`src/rtl/planificador_rr_azules_pkg.sv`:
```
// Shared definitions for the yellow->blue crossbar schedulers: FSM state
// encoding and the position of the class/dest fields in a crossbar word.
package planificador_rr_azules_pkg;

  typedef enum logic [1:0] {
    IDLE  = 2'd0,
    XFER  = 2'd1,
    STALL = 2'd2
  } state_t;

  // Field positions for the reference 12-bit word. Wider or narrower words
  // keep the fields anchored to the MSB, so users offset by (DATA_W - REF_W).
  localparam int REF_W    = 12;
  localparam int CLASS_HI = REF_W - 1;
  localparam int DEST_HI  = REF_W - 3;
  localparam int DEST_LO  = REF_W - 4;

  // One-hot decode of a 2-bit index.
  function automatic logic [3:0] onehot4(input logic [1:0] idx);
    return 4'b0001 << idx;
  endfunction

endpackage

```
`src/rtl/planificador_rr_azules_if.sv`:
```
// Bus between the scheduler and the surrounding yellow/blue FIFOs.
//
// Handshake: a yellow FIFO offers its head word whenever fifo_empty[i]=0
// (valid); a blue FIFO accepts whenever almost_full[d]=0 (ready). A transfer
// happens only in a cycle where pop[i] and push[d] are both high; the head
// word is on data_out in that same cycle and both FIFOs act on the next
// rising clock edge. pop/push are never high without a matching partner.
interface planificador_rr_azules_if #(
  parameter int DATA_W  = 12,
  parameter int STALL_W = 8
);
  logic              Enable;
  logic [3:0]        fifo_empty;
  logic [DATA_W-1:0] data_in_p0;
  logic [DATA_W-1:0] data_in_p1;
  logic [DATA_W-1:0] data_in_p2;
  logic [DATA_W-1:0] data_in_p3;
  logic [3:0]        almost_full;
  logic [3:0]        pop;
  logic [3:0]        push;
  logic [DATA_W-1:0] data_out;
  logic [1:0]        grant_idx;
  logic              stalled;
  logic [STALL_W-1:0] stall_count;

  // Environment side: FIFOs and control drive the scheduler inputs.
  modport master (
    output Enable, fifo_empty, data_in_p0, data_in_p1, data_in_p2, data_in_p3,
           almost_full,
    input  pop, push, data_out, grant_idx, stalled, stall_count
  );

  // Scheduler side.
  modport slave (
    input  Enable, fifo_empty, data_in_p0, data_in_p1, data_in_p2, data_in_p3,
           almost_full,
    output pop, push, data_out, grant_idx, stalled, stall_count
  );
endinterface

```
`src/rtl/planificador_rr_azules_rr_elegir4.sv`:
```
// Combinational 4-way rotating priority encoder. Scans ptr+1, ptr+2, ptr+3
// and finally ptr itself, granting the first requester found.
module rr_elegir4 (
  input  logic [3:0] req,
  input  logic [1:0] ptr,
  output logic [3:0] gnt,
  output logic       valid
);

  logic found;

  // Rotating scan starting just after the current pointer.
  always_comb begin
    gnt   = '0;
    found = 1'b0;
    valid = |req;
    for (int k = 1; k <= 4; k++) begin
      if (!found && req[2'(ptr + 2'(k))]) begin
        gnt[2'(ptr + 2'(k))] = 1'b1;
        found                = 1'b1;
      end
    end
  end

endmodule

```
`src/rtl/planificador_rr_azules.sv`:
```
// Round-robin scheduler sharing the yellow->blue crossbar path among the four
// yellow FIFOs. At most one word moves per cycle; the current holder keeps the
// path for up to QUANTUM consecutive pops before the grant rotates.
module planificador_rr_azules
  import planificador_rr_azules_pkg::*;
#(
  parameter int DATA_W  = 12,
  parameter int QUANTUM = 4,
  parameter int STALL_W = 8
) (
  input  logic                     clk,
  input  logic                     reset,
  planificador_rr_azules_if.slave  bus,
  output state_t                   fsm_state
);

  localparam int                 DLO       = DEST_LO + (DATA_W - REF_W);
  localparam logic [3:0]         QMAX      = 4'(QUANTUM - 1);
  localparam logic [STALL_W-1:0] STALL_MAX = '1;

  logic [DATA_W-1:0]  head [4];
  logic [1:0]         dest [4];
  logic [3:0]         elig;
  logic [3:0]         scan_gnt;
  logic               scan_valid;
  logic               keep;
  logic [3:0]         sel_oh;
  logic [1:0]         sel_idx;
  logic               xfer;
  logic [1:0]         ptr;
  logic [3:0]         qcnt;
  logic [STALL_W-1:0] stall_cnt;
  state_t             state;
  state_t             next_state;

  assign head[0] = bus.data_in_p0;
  assign head[1] = bus.data_in_p1;
  assign head[2] = bus.data_in_p2;
  assign head[3] = bus.data_in_p3;

  // A source is eligible when it has a word and that word's blue target has room.
  always_comb begin
    for (int i = 0; i < 4; i++) begin
      dest[i] = head[i][DLO +: 2];
      elig[i] = !bus.fifo_empty[i] && !bus.almost_full[dest[i]];
    end
  end

  rr_elegir4 u_elegir (
    .req   (elig),
    .ptr   (ptr),
    .gnt   (scan_gnt),
    .valid (scan_valid)
  );

  // Holder keeps the path while it has quantum left; otherwise the rotating
  // scan decides, which ends on ptr so a lone holder is re-granted.
  assign keep   = elig[ptr] && (qcnt < QMAX);
  assign sel_oh = keep ? onehot4(ptr) : scan_gnt;
  assign xfer   = bus.Enable && !reset && scan_valid;

  // Encode the selected one-hot source to an index.
  always_comb begin
    sel_idx = '0;
    for (int i = 0; i < 4; i++) begin
      if (sel_oh[i]) sel_idx = 2'(i);
    end
  end

  // FSM state register and saturating stall counter.
  always_ff @(posedge clk) begin
    if (reset) begin
      state     <= IDLE;
      stall_cnt <= '0;
    end else if (bus.Enable) begin
      state <= next_state;
      if (next_state == STALL && stall_cnt != STALL_MAX) begin
        stall_cnt <= stall_cnt + 1'b1;
      end
    end
  end

  // Next state classifies the current cycle from the live inputs.
  always_comb begin
    next_state = IDLE;
    if (&bus.fifo_empty) next_state = IDLE;
    else if (scan_valid) next_state = XFER;
    else                 next_state = STALL;
  end

  // Mealy outputs: pop, push and the data mux all follow the same-cycle grant.
  always_comb begin
    bus.pop      = '0;
    bus.push     = '0;
    bus.data_out = '0;
    if (xfer) begin
      bus.pop      = sel_oh;
      bus.push     = onehot4(dest[sel_idx]);
      bus.data_out = head[sel_idx];
    end
  end

  // Grant pointer and burst quantum counter update on each transfer.
  always_ff @(posedge clk) begin
    if (reset) begin
      ptr  <= '0;
      qcnt <= '0;
    end else if (xfer) begin
      if (sel_idx == ptr) begin
        qcnt <= (qcnt < QMAX) ? qcnt + 4'd1 : 4'd0;
      end else begin
        ptr  <= sel_idx;
        qcnt <= 4'd0;
      end
    end
  end

  assign bus.grant_idx   = ptr;
  assign bus.stalled     = (state == STALL);
  assign bus.stall_count = stall_cnt;
  assign fsm_state       = state;

endmodule

```
`src/flat_wrapper.sv`:
```
// flat-port wrapper written by rule: the top's interface ports become plain ports
module planificador_rr_azules_flat import planificador_rr_azules_pkg::*;
#(
  parameter int DATA_W  = 12,
  parameter int QUANTUM = 4,
  parameter int STALL_W = 8
)
  (clk, reset, fsm_state, bus_Enable, bus_fifo_empty, bus_data_in_p0, bus_data_in_p1, bus_data_in_p2, bus_data_in_p3, bus_almost_full, bus_pop, bus_push, bus_data_out, bus_grant_idx, bus_stalled, bus_stall_count);
  planificador_rr_azules_if #(.DATA_W(DATA_W), .STALL_W(STALL_W)) bus_i ();
  input  logic clk;
  input  logic reset;
  output state_t fsm_state;
  input wire logic [$bits(bus_i.Enable)-1:0] bus_Enable;
  input wire logic [$bits(bus_i.fifo_empty)-1:0] bus_fifo_empty;
  input wire logic [$bits(bus_i.data_in_p0)-1:0] bus_data_in_p0;
  input wire logic [$bits(bus_i.data_in_p1)-1:0] bus_data_in_p1;
  input wire logic [$bits(bus_i.data_in_p2)-1:0] bus_data_in_p2;
  input wire logic [$bits(bus_i.data_in_p3)-1:0] bus_data_in_p3;
  input wire logic [$bits(bus_i.almost_full)-1:0] bus_almost_full;
  output wire logic [$bits(bus_i.pop)-1:0] bus_pop;
  output wire logic [$bits(bus_i.push)-1:0] bus_push;
  output wire logic [$bits(bus_i.data_out)-1:0] bus_data_out;
  output wire logic [$bits(bus_i.grant_idx)-1:0] bus_grant_idx;
  output wire logic [$bits(bus_i.stalled)-1:0] bus_stalled;
  output wire logic [$bits(bus_i.stall_count)-1:0] bus_stall_count;
  assign bus_i.Enable = bus_Enable;
  assign bus_i.fifo_empty = bus_fifo_empty;
  assign bus_i.data_in_p0 = bus_data_in_p0;
  assign bus_i.data_in_p1 = bus_data_in_p1;
  assign bus_i.data_in_p2 = bus_data_in_p2;
  assign bus_i.data_in_p3 = bus_data_in_p3;
  assign bus_i.almost_full = bus_almost_full;
  assign bus_pop = bus_i.pop;
  assign bus_push = bus_i.push;
  assign bus_data_out = bus_i.data_out;
  assign bus_grant_idx = bus_i.grant_idx;
  assign bus_stalled = bus_i.stalled;
  assign bus_stall_count = bus_i.stall_count;
  planificador_rr_azules #(.DATA_W(DATA_W), .QUANTUM(QUANTUM), .STALL_W(STALL_W)) u_core (.clk(clk), .reset(reset), .bus(bus_i), .fsm_state(fsm_state));
endmodule
```
`config.mk`:
```
export PLATFORM = sky130hd
export DESIGN_NAME = planificador_rr_azules_flat
export DESIGN_NICKNAME = d
export VERILOG_FILES = /design/src/rtl/planificador_rr_azules_pkg.sv /design/src/rtl/planificador_rr_azules_if.sv /design/src/rtl/planificador_rr_azules_rr_elegir4.sv /design/src/rtl/planificador_rr_azules.sv /design/src/flat_wrapper.sv
export SDC_FILE = /design/constraint.sdc
export NUM_CORES = 1
export LEC_CHECK = 0
export CAP_MARGIN = 20
export CORE_MARGIN = 2
export CORE_UTILIZATION = 35
export CTS_CLUSTER_SIZE = 20
export DETAILED_ROUTE_END_ITERATION = 8
export PLACE_DENSITY = 0.71
export SLEW_MARGIN = 15
export SYNTH_ARGS = -nofsm -noshare
export SYNTH_HDL_FRONTEND = slang
export SYNTH_SLANG_ARGS = --single-unit
export TNS_END_PERCENT = 100
```
`constraint.sdc`:
```
create_clock -name clk -period 7.5 [get_ports clk]
set_input_delay 1.875 -clock clk [delete_from_list [all_inputs] [get_ports clk]]
set_output_delay 1.875 -clock clk [all_outputs]
set_load 0.02 [all_outputs]
```
* Word-level counts from Yosys, hierarchy flattened *
Index checks and enable logic that the tools add are counted.

word-level totals
  input bits = 59
  ROM bits = 0
  bits in registers = 16
  output and inout port bits = 33
  memories = 0
  word-level logic and storage cells = 113
  RAM bits = 0
  latch bits = 0

cells by class
  add/subtract/negate cells = 5
  multiply operators = 0
  reduce and logical (&&, ||, !) cells = 31
  multiplexer cells = 48
  divide/modulo/power cells = 0
  shifts and indexed selects = 2
  bitwise gates (word level) = 5
  eq/ne operators = 4
  magnitude comparators = 14

operator list
  cell                                                                                 count
  12-bit 2-to-1 mux                                                                    3
  4-bit 2-to-1 mux                                                                     9
  12-bit binary-select mux with 2-bit select                                           1
  2-bit by 3-bit less-than comparator with 1-bit output, second input constant         8
  1-bit binary-select mux with 2-bit select                                            8
  1-bit 2-to-1 mux                                                                     16
  1-bit logical AND                                                                    15
  1-bit zero test                                                                      12
  2-bit 2-to-1 mux                                                                     6
  4-bit OR                                                                             3
  8-bit by 1-bit adder with 8-bit output, second input constant                        1
  1-bit demux with 2-bit select                                                        4
  2-bit by 1-bit greater-or-equal comparator with 1-bit output, second input constant  4
  8-bit != test, second input constant                                                 1
  1-bit by 2-bit << shifter with 4-bit output, first input constant                    2
  2-bit adder, second input constant                                                   2
  4-bit by 1-bit adder with 4-bit output, second input constant                        1
  2-bit binary-select mux with 2-bit select                                            1
  2-bit == test, second input constant                                                 2
  4-bit by 2-bit less-than comparator with 1-bit output, second input constant         1
  2-bit AND reduction                                                                  2
  4-bit AND reduction                                                                  1
  4-bit OR reduction                                                                   1
  3-bit greater-or-equal comparator, second input constant                             1
  4 further kinds                                                                      4

* Longest topological paths before layout *
  depth after elaboration = 26
  depth in mapped cells = 13
  mapped depth without buffers = 11

* Cells and area by module *
A second synthesis with hierarchy kept.

unflattened totals
  cells, all modules = 230
  area total of the unflattened synthesis = 1,904.3 µm²

by module, submodules not included
  module                  sequential area each (µm²)  cells an instance  area each (µm²)  times used
  planificador_rr_azules  320.3                       191                1,539.0          1
  rr_elegir4              0.0                         39                 365.4            1

* Least setup slack after synthesis *
No wires, ideal clock.

  kind = input-to-output
  start point = input bus_data_in_p3[8]
  end point = output bus_push[2]
  stages on the path = 10
  data required time = 5.625 ns
  path buffers = 0
  arrival = 4.324 ns
  slack = 1.301 ns
  cell sequence = mux2_2 > o22a_1 > mux4_2 > nor2_1 > a21o_1 > o21ai_0 > a22oi_2 > and2_1 > a221o_1 > nor3b_2

between the ends
  word-level cells in the longest chain between the ends = 26
  elaborated cells on any way between the ends = 41
  classes of those cells = shift (1); mux (25); bitwise (4); reduce/logical (11)

ends and longest elaborated chain
  what                                                  line                                     source
  start: declaration                                    flat_wrapper.sv:18                       input wire logic [$bits(bus_i.data_in_p3)-1:0] bus_data_in_p3;
  1-bit binary-select mux with 2-bit select             planificador_rr_azules.sv:45             elig[i] = !bus.fifo_empty[i] && !bus.almost_full[dest[i]];
  1-bit 2-to-1 mux (not written as such)                planificador_rr_azules.sv:45
  1-bit zero test                                       planificador_rr_azules.sv:45
  1-bit logical AND                                     planificador_rr_azules.sv:45
  1-bit binary-select mux with 2-bit select             planificador_rr_azules_rr_elegir4.sv:18  if (!found && req[2'(ptr + 2'(k))]) begin
  1-bit 2-to-1 mux (not written as such)                planificador_rr_azules_rr_elegir4.sv:18
  1-bit 2-to-1 mux                                      planificador_rr_azules_rr_elegir4.sv:18
  1-bit zero test                                       planificador_rr_azules_rr_elegir4.sv:18
  (+8 left out)                                         n/a
  4-bit 2-to-1 mux                                      planificador_rr_azules.sv:59             assign sel_oh = keep ? onehot4(ptr) : scan_gnt;
  1-bit 2-to-1 mux                                      planificador_rr_azules.sv:66             if (sel_oh[i]) sel_idx = 2'(i);
  2-bit 2-to-1 mux (2 in series)                        planificador_rr_azules.sv:66
  2-bit NOT with 3-bit output (not written as such)     planificador_rr_azules.sv:98             bus.push = onehot4(dest[sel_idx]);
  2-bit binary-select mux with 2-bit select             planificador_rr_azules.sv:98
  2-bit 2-to-1 mux (not written as such) (2 in series)  planificador_rr_azules.sv:98
  1-bit by 2-bit << shifter with 4-bit output           planificador_rr_azules_pkg.sv:20         return 4'b0001 << idx;
  4-bit 2-to-1 mux (*)                                  planificador_rr_azules.sv:96             if (xfer) begin
  end: declaration                                      flat_wrapper.sv:21                       output wire logic [$bits(bus_i.push)-1:0] bus_push;

Every way passes the cells marked *; elsewhere a longest branch is shown, timed or not. The select of a mux whose other input is x is not followed.

* Worst setup path in the final report *
  start point = input bus_data_in_p3[8]
  end point = output bus_data_out[9]

between the ends
  word-level cells in the longest chain between the ends = 25
  elaborated cells on any way between the ends = 40
  classes of those cells = mux (25); bitwise (4); reduce/logical (11)

ends and longest elaborated chain
  what                                                   line                                     source
  1-bit binary-select mux with 2-bit select (*)          planificador_rr_azules.sv:45
  1-bit 2-to-1 mux (not written as such) (*)             planificador_rr_azules.sv:45
  1-bit zero test (*)                                    planificador_rr_azules.sv:45
  1-bit logical AND (*)                                  planificador_rr_azules.sv:45
  1-bit binary-select mux with 2-bit select              planificador_rr_azules_rr_elegir4.sv:18
  1-bit 2-to-1 mux (not written as such)                 planificador_rr_azules_rr_elegir4.sv:18
  1-bit 2-to-1 mux                                       planificador_rr_azules_rr_elegir4.sv:18
  1-bit zero test                                        planificador_rr_azules_rr_elegir4.sv:18
  (+7 left out)                                          n/a
  4-bit 2-to-1 mux                                       planificador_rr_azules_rr_elegir4.sv:18
  4-bit 2-to-1 mux                                       planificador_rr_azules.sv:59
  1-bit 2-to-1 mux                                       planificador_rr_azules.sv:66
  2-bit 2-to-1 mux (2 in series)                         planificador_rr_azules.sv:66
  2-bit NOT with 3-bit output (not written as such)      planificador_rr_azules.sv:99             bus.data_out = head[sel_idx];
  12-bit binary-select mux with 2-bit select             planificador_rr_azules.sv:99
  12-bit 2-to-1 mux (not written as such) (2 in series)  planificador_rr_azules.sv:99
  12-bit 2-to-1 mux (*)                                  planificador_rr_azules.sv:96
  end: declaration                                       flat_wrapper.sv:22                       output wire logic [$bits(bus_i.data_out)-1:0] bus_data_out;

Marked as above.

==> flow_metrics.env <==
export IMPL_slowest_delay_ps=630
export IMPL_synth_compound_area_share_pct=28.6
export IMPL_ir_worst_vdd_mv=0.0999
export IMPL_critPathLaunchType="input port"
export IMPL_max_freq_ghz=0.136
export IMPL_required_ps=5620
export IMPL_root_buffer="clkbuf_8"
export IMPL_cp_arrival_ps=5450
export IMPL_dieArea_um2=5880
export IMPL_ys_flop_type="dfxtp_1"
export IMPL_critical_path_class="input port to output port"
export IMPL_rows=26
export IMPL_layout_area_overhead_vs_synth_pct=60.4
export IMPL_postSynth_asyncResetShare_pct=0
export IMPL_final_cells=407
export IMPL_skew_ps=3.19
export IMPL_grt_pass1_vias=1936
export IMPL_p_leak_nw=1.35
export IMPL_core_area_um2=5110
export IMPL_synth_nets=309
export IMPL_syn_area_um2=1850
export IMPL_cts_buffer_depth=2
export IMPL_die_h_um=76.7
export IMPL_port_buffers=91
export IMPL_synth_seq_area_share_pct=17.3
export IMPL_start_util_pct=36.2
export IMPL_cts_num_sinks=16
export IMPL_hold_class="register to register"
export IMPL_final_max_slew_viol_count=0
export IMPL_die_w_um=76.7
export IMPL_fin_crit_sh_pct=97.7
export IMPL_layout_drive_gt1_share_pct=10.1
export IMPL_antenna_left=0
export IMPL_hold_viol=0
export IMPL_ioPinCount=92
export IMPL_wl_per_cell_um=13.9
export IMPL_synthSimpleGateAreaFrac_pct=26.0
export IMPL_diodes=0
export IMPL_place_congestion=0.873
export IMPL_synth_cells=240
export IMPL_synthXorXnorAreaFrac_pct=2.84
export IMPL_synth_area_leader_cell="dfxtp_1"
export IMPL_final_cell_area_um2=2970
export IMPL_cts_tree="built"
export IMPL_cp_slowest_cell="clkdlybuf4s50_1"
export IMPL_antenna_found_initial=0
export IMPL_clk_latency_ps=250
export IMPL_synth_warnings=0
export IMPL_cts_made_buffers=3
export IMPL_dp_hpwl_um=4690
export IMPL_avgSynthCellArea_um2=7.71
export IMPL_vias_per_cell=5.17
export IMPL_synth_seq_cells=16
export IMPL_cp_top_family="buffers and inverters"
export IMPL_outcome="finished, final reports clean"
export IMPL_vias=2105
export IMPL_tns_ps=0
export IMPL_path_buf_inv=2
export IMPL_synth_fa_ha_area_share_pct=6.77
export IMPL_crit_top_cell="nor2_1"
export IMPL_grt_max_degree=18
export IMPL_grt_usage_pct=18.8
export IMPL_rrSetupSlack_ps=4220
export IMPL_final_nets=408
export IMPL_max_slew_margin_pct=57.9
export IMPL_drt_iter0_markers=151
export IMPL_placed_area_um2=2900
export IMPL_path_cells="clkdlybuf4s50_1 -> mux2_2 -> o22a_1 -> mux4_2 -> nor2_1 -> a21o_1 -> o21ai_1 -> a21oi_2 -> nor2_1 -> a221o_1 -> nor2_1 -> clkdlybuf4s50_1"
export IMPL_globalRoute_totalOverflow=0
export IMPL_synth_most_common_cell="nor2_1"
export IMPL_yosysUniqueCellTypes=50
export IMPL_route_detailed_drc=0
export IMPL_path_clk_slew_ps=60
export IMPL_synth_area_leaders="dfxtp_1, mux2i_1, nor2_1, ha_1, a21o_1"
export IMPL_maxCapViolCount=0
export IMPL_setup_worst_path_end_class="output port"
export IMPL_dp_cells=404
export IMPL_n_fill_cell=466
export IMPL_cts_setup_buffers=0
export IMPL_worst_pin_slew_ps=630
export IMPL_yosysTopAreaCellShare_pct=17.3
export IMPL_grt_pass1_wl_um=9320
export IMPL_synth_top_cells_by_count="nor2_1, mux2i_1, dfxtp_1"
export IMPL_powerDensity_nw_per_um2=160
export IMPL_min_period_ps=7330
export IMPL_first_pass_iters=4
export IMPL_h_tree_depth=1
export IMPL_muxShareOfSynthArea_pct=15.7
export IMPL_synth_edf_count=0
export IMPL_wl_um=5650
export IMPL_crit_path_max_fanout=8
export IMPL_synth_top_family_by_area="compound AO/OA/AOI/OAI gates"
export IMPL_fin_util_pct=58.1
export IMPL_rsz0062_at_grt="no"
export IMPL_final_setup_viol_count=0
-- metrics by stage --
step                      hold WS (ps)  setup WS (ps)  power [mW]
after floorplan                    429           1300       0.290
after global placement             453            114       0.409
after detailed placement           467           96.0       0.410
after CTS                          477           91.0       0.475
after global routing               508           4.07       0.511
final                              470            172       0.476
-- tightest hold or removal path, cell delays in order (launching register included) --
cell and delay, ps:
dfxtp_1 310, nand2_1 60, o31ai_1 60
-- worst paths after layout --
kind                endpoint  depth (start not counted)                     from
min reg2reg   u_core.qcnt[1]                          2           u_core.qcnt[1]
max reg2reg   u_core.qcnt[0]                         10  u_core.bus.grant_idx[0]
max          bus_data_out[9]                         12        bus_data_in_p3[8]
min           u_core.qcnt[1]                          2           u_core.qcnt[1]
-- cells in the final DEF, fill, tap and decap left out, types with 3 or more instances in the layout --
cell             instances
a21oi_1                  4
o22ai_1                  3
o21ai_0                 12
nand2_1                 14
and3_1                   3
dfxtp_1                 16
mux2i_1                 22
buf_4                   12
a22oi_2                  3
clkbuf_8                 3
nor2b_1                  6
nand2b_1                 4
nand4_1                  4
and2_1                   4
or3_1                    4
a21o_1                  14
a211oi_1                11
nor2_1                  40
dlymetal6s2s_1           5
ha_1                    10
xor2_1                   4
inv_1                    3
nand3_1                  7
clkdlybuf4s50_1         86
-- area by class of cell --
class	instances	area, um2	area share (%)
sequential	16	320	10.8
clock buffer	3	41.3	1.39
multi-input combinational	211	1490	50.2
timing repair buffer	103	1010	34.2
inverter	4	15.0	0.506
tap	70	87.6	2.95
-- logic make-up (layout without fill, tap and decap cells) --
logic type      Yosys count  after routing
xor+xnor                  6              6
flops                    16             16
mux                      27             27
compound gates           71             71
buf+inv                  13            110
simple gates             97             97
fa+ha+maj                10             10
-- sequential cells by signal (all words and copies together) (netlist names) --
register,count
u_core.bus.stall_count,8
u_core.qcnt,4
u_core.bus.grant_idx,2
u_core.fsm_state,2
-- timing repair --
action	in CTS	in global routing
resized for setup	0	8
hold buffers	0	0
endpoints found under the setup margin	0	16
hold endpoints to repair	0	0
-- routing by layer --
metal	GRT usage, %	wire length (um)
met5	0	0
met4	5.27	81
met3	2.24	189
met2	30.3	2660
met1	26.5	2720
-- power by group --
part / switching [mW] / leakage, nW / internal [mW]
logic: 0.160 / 1.19 / 0.152
clock network: 0.0280 / 0.0216 / 0.0356
registers: 0.00972 / 0.130 / 0.0898
(Power assumes the default switching activity.)
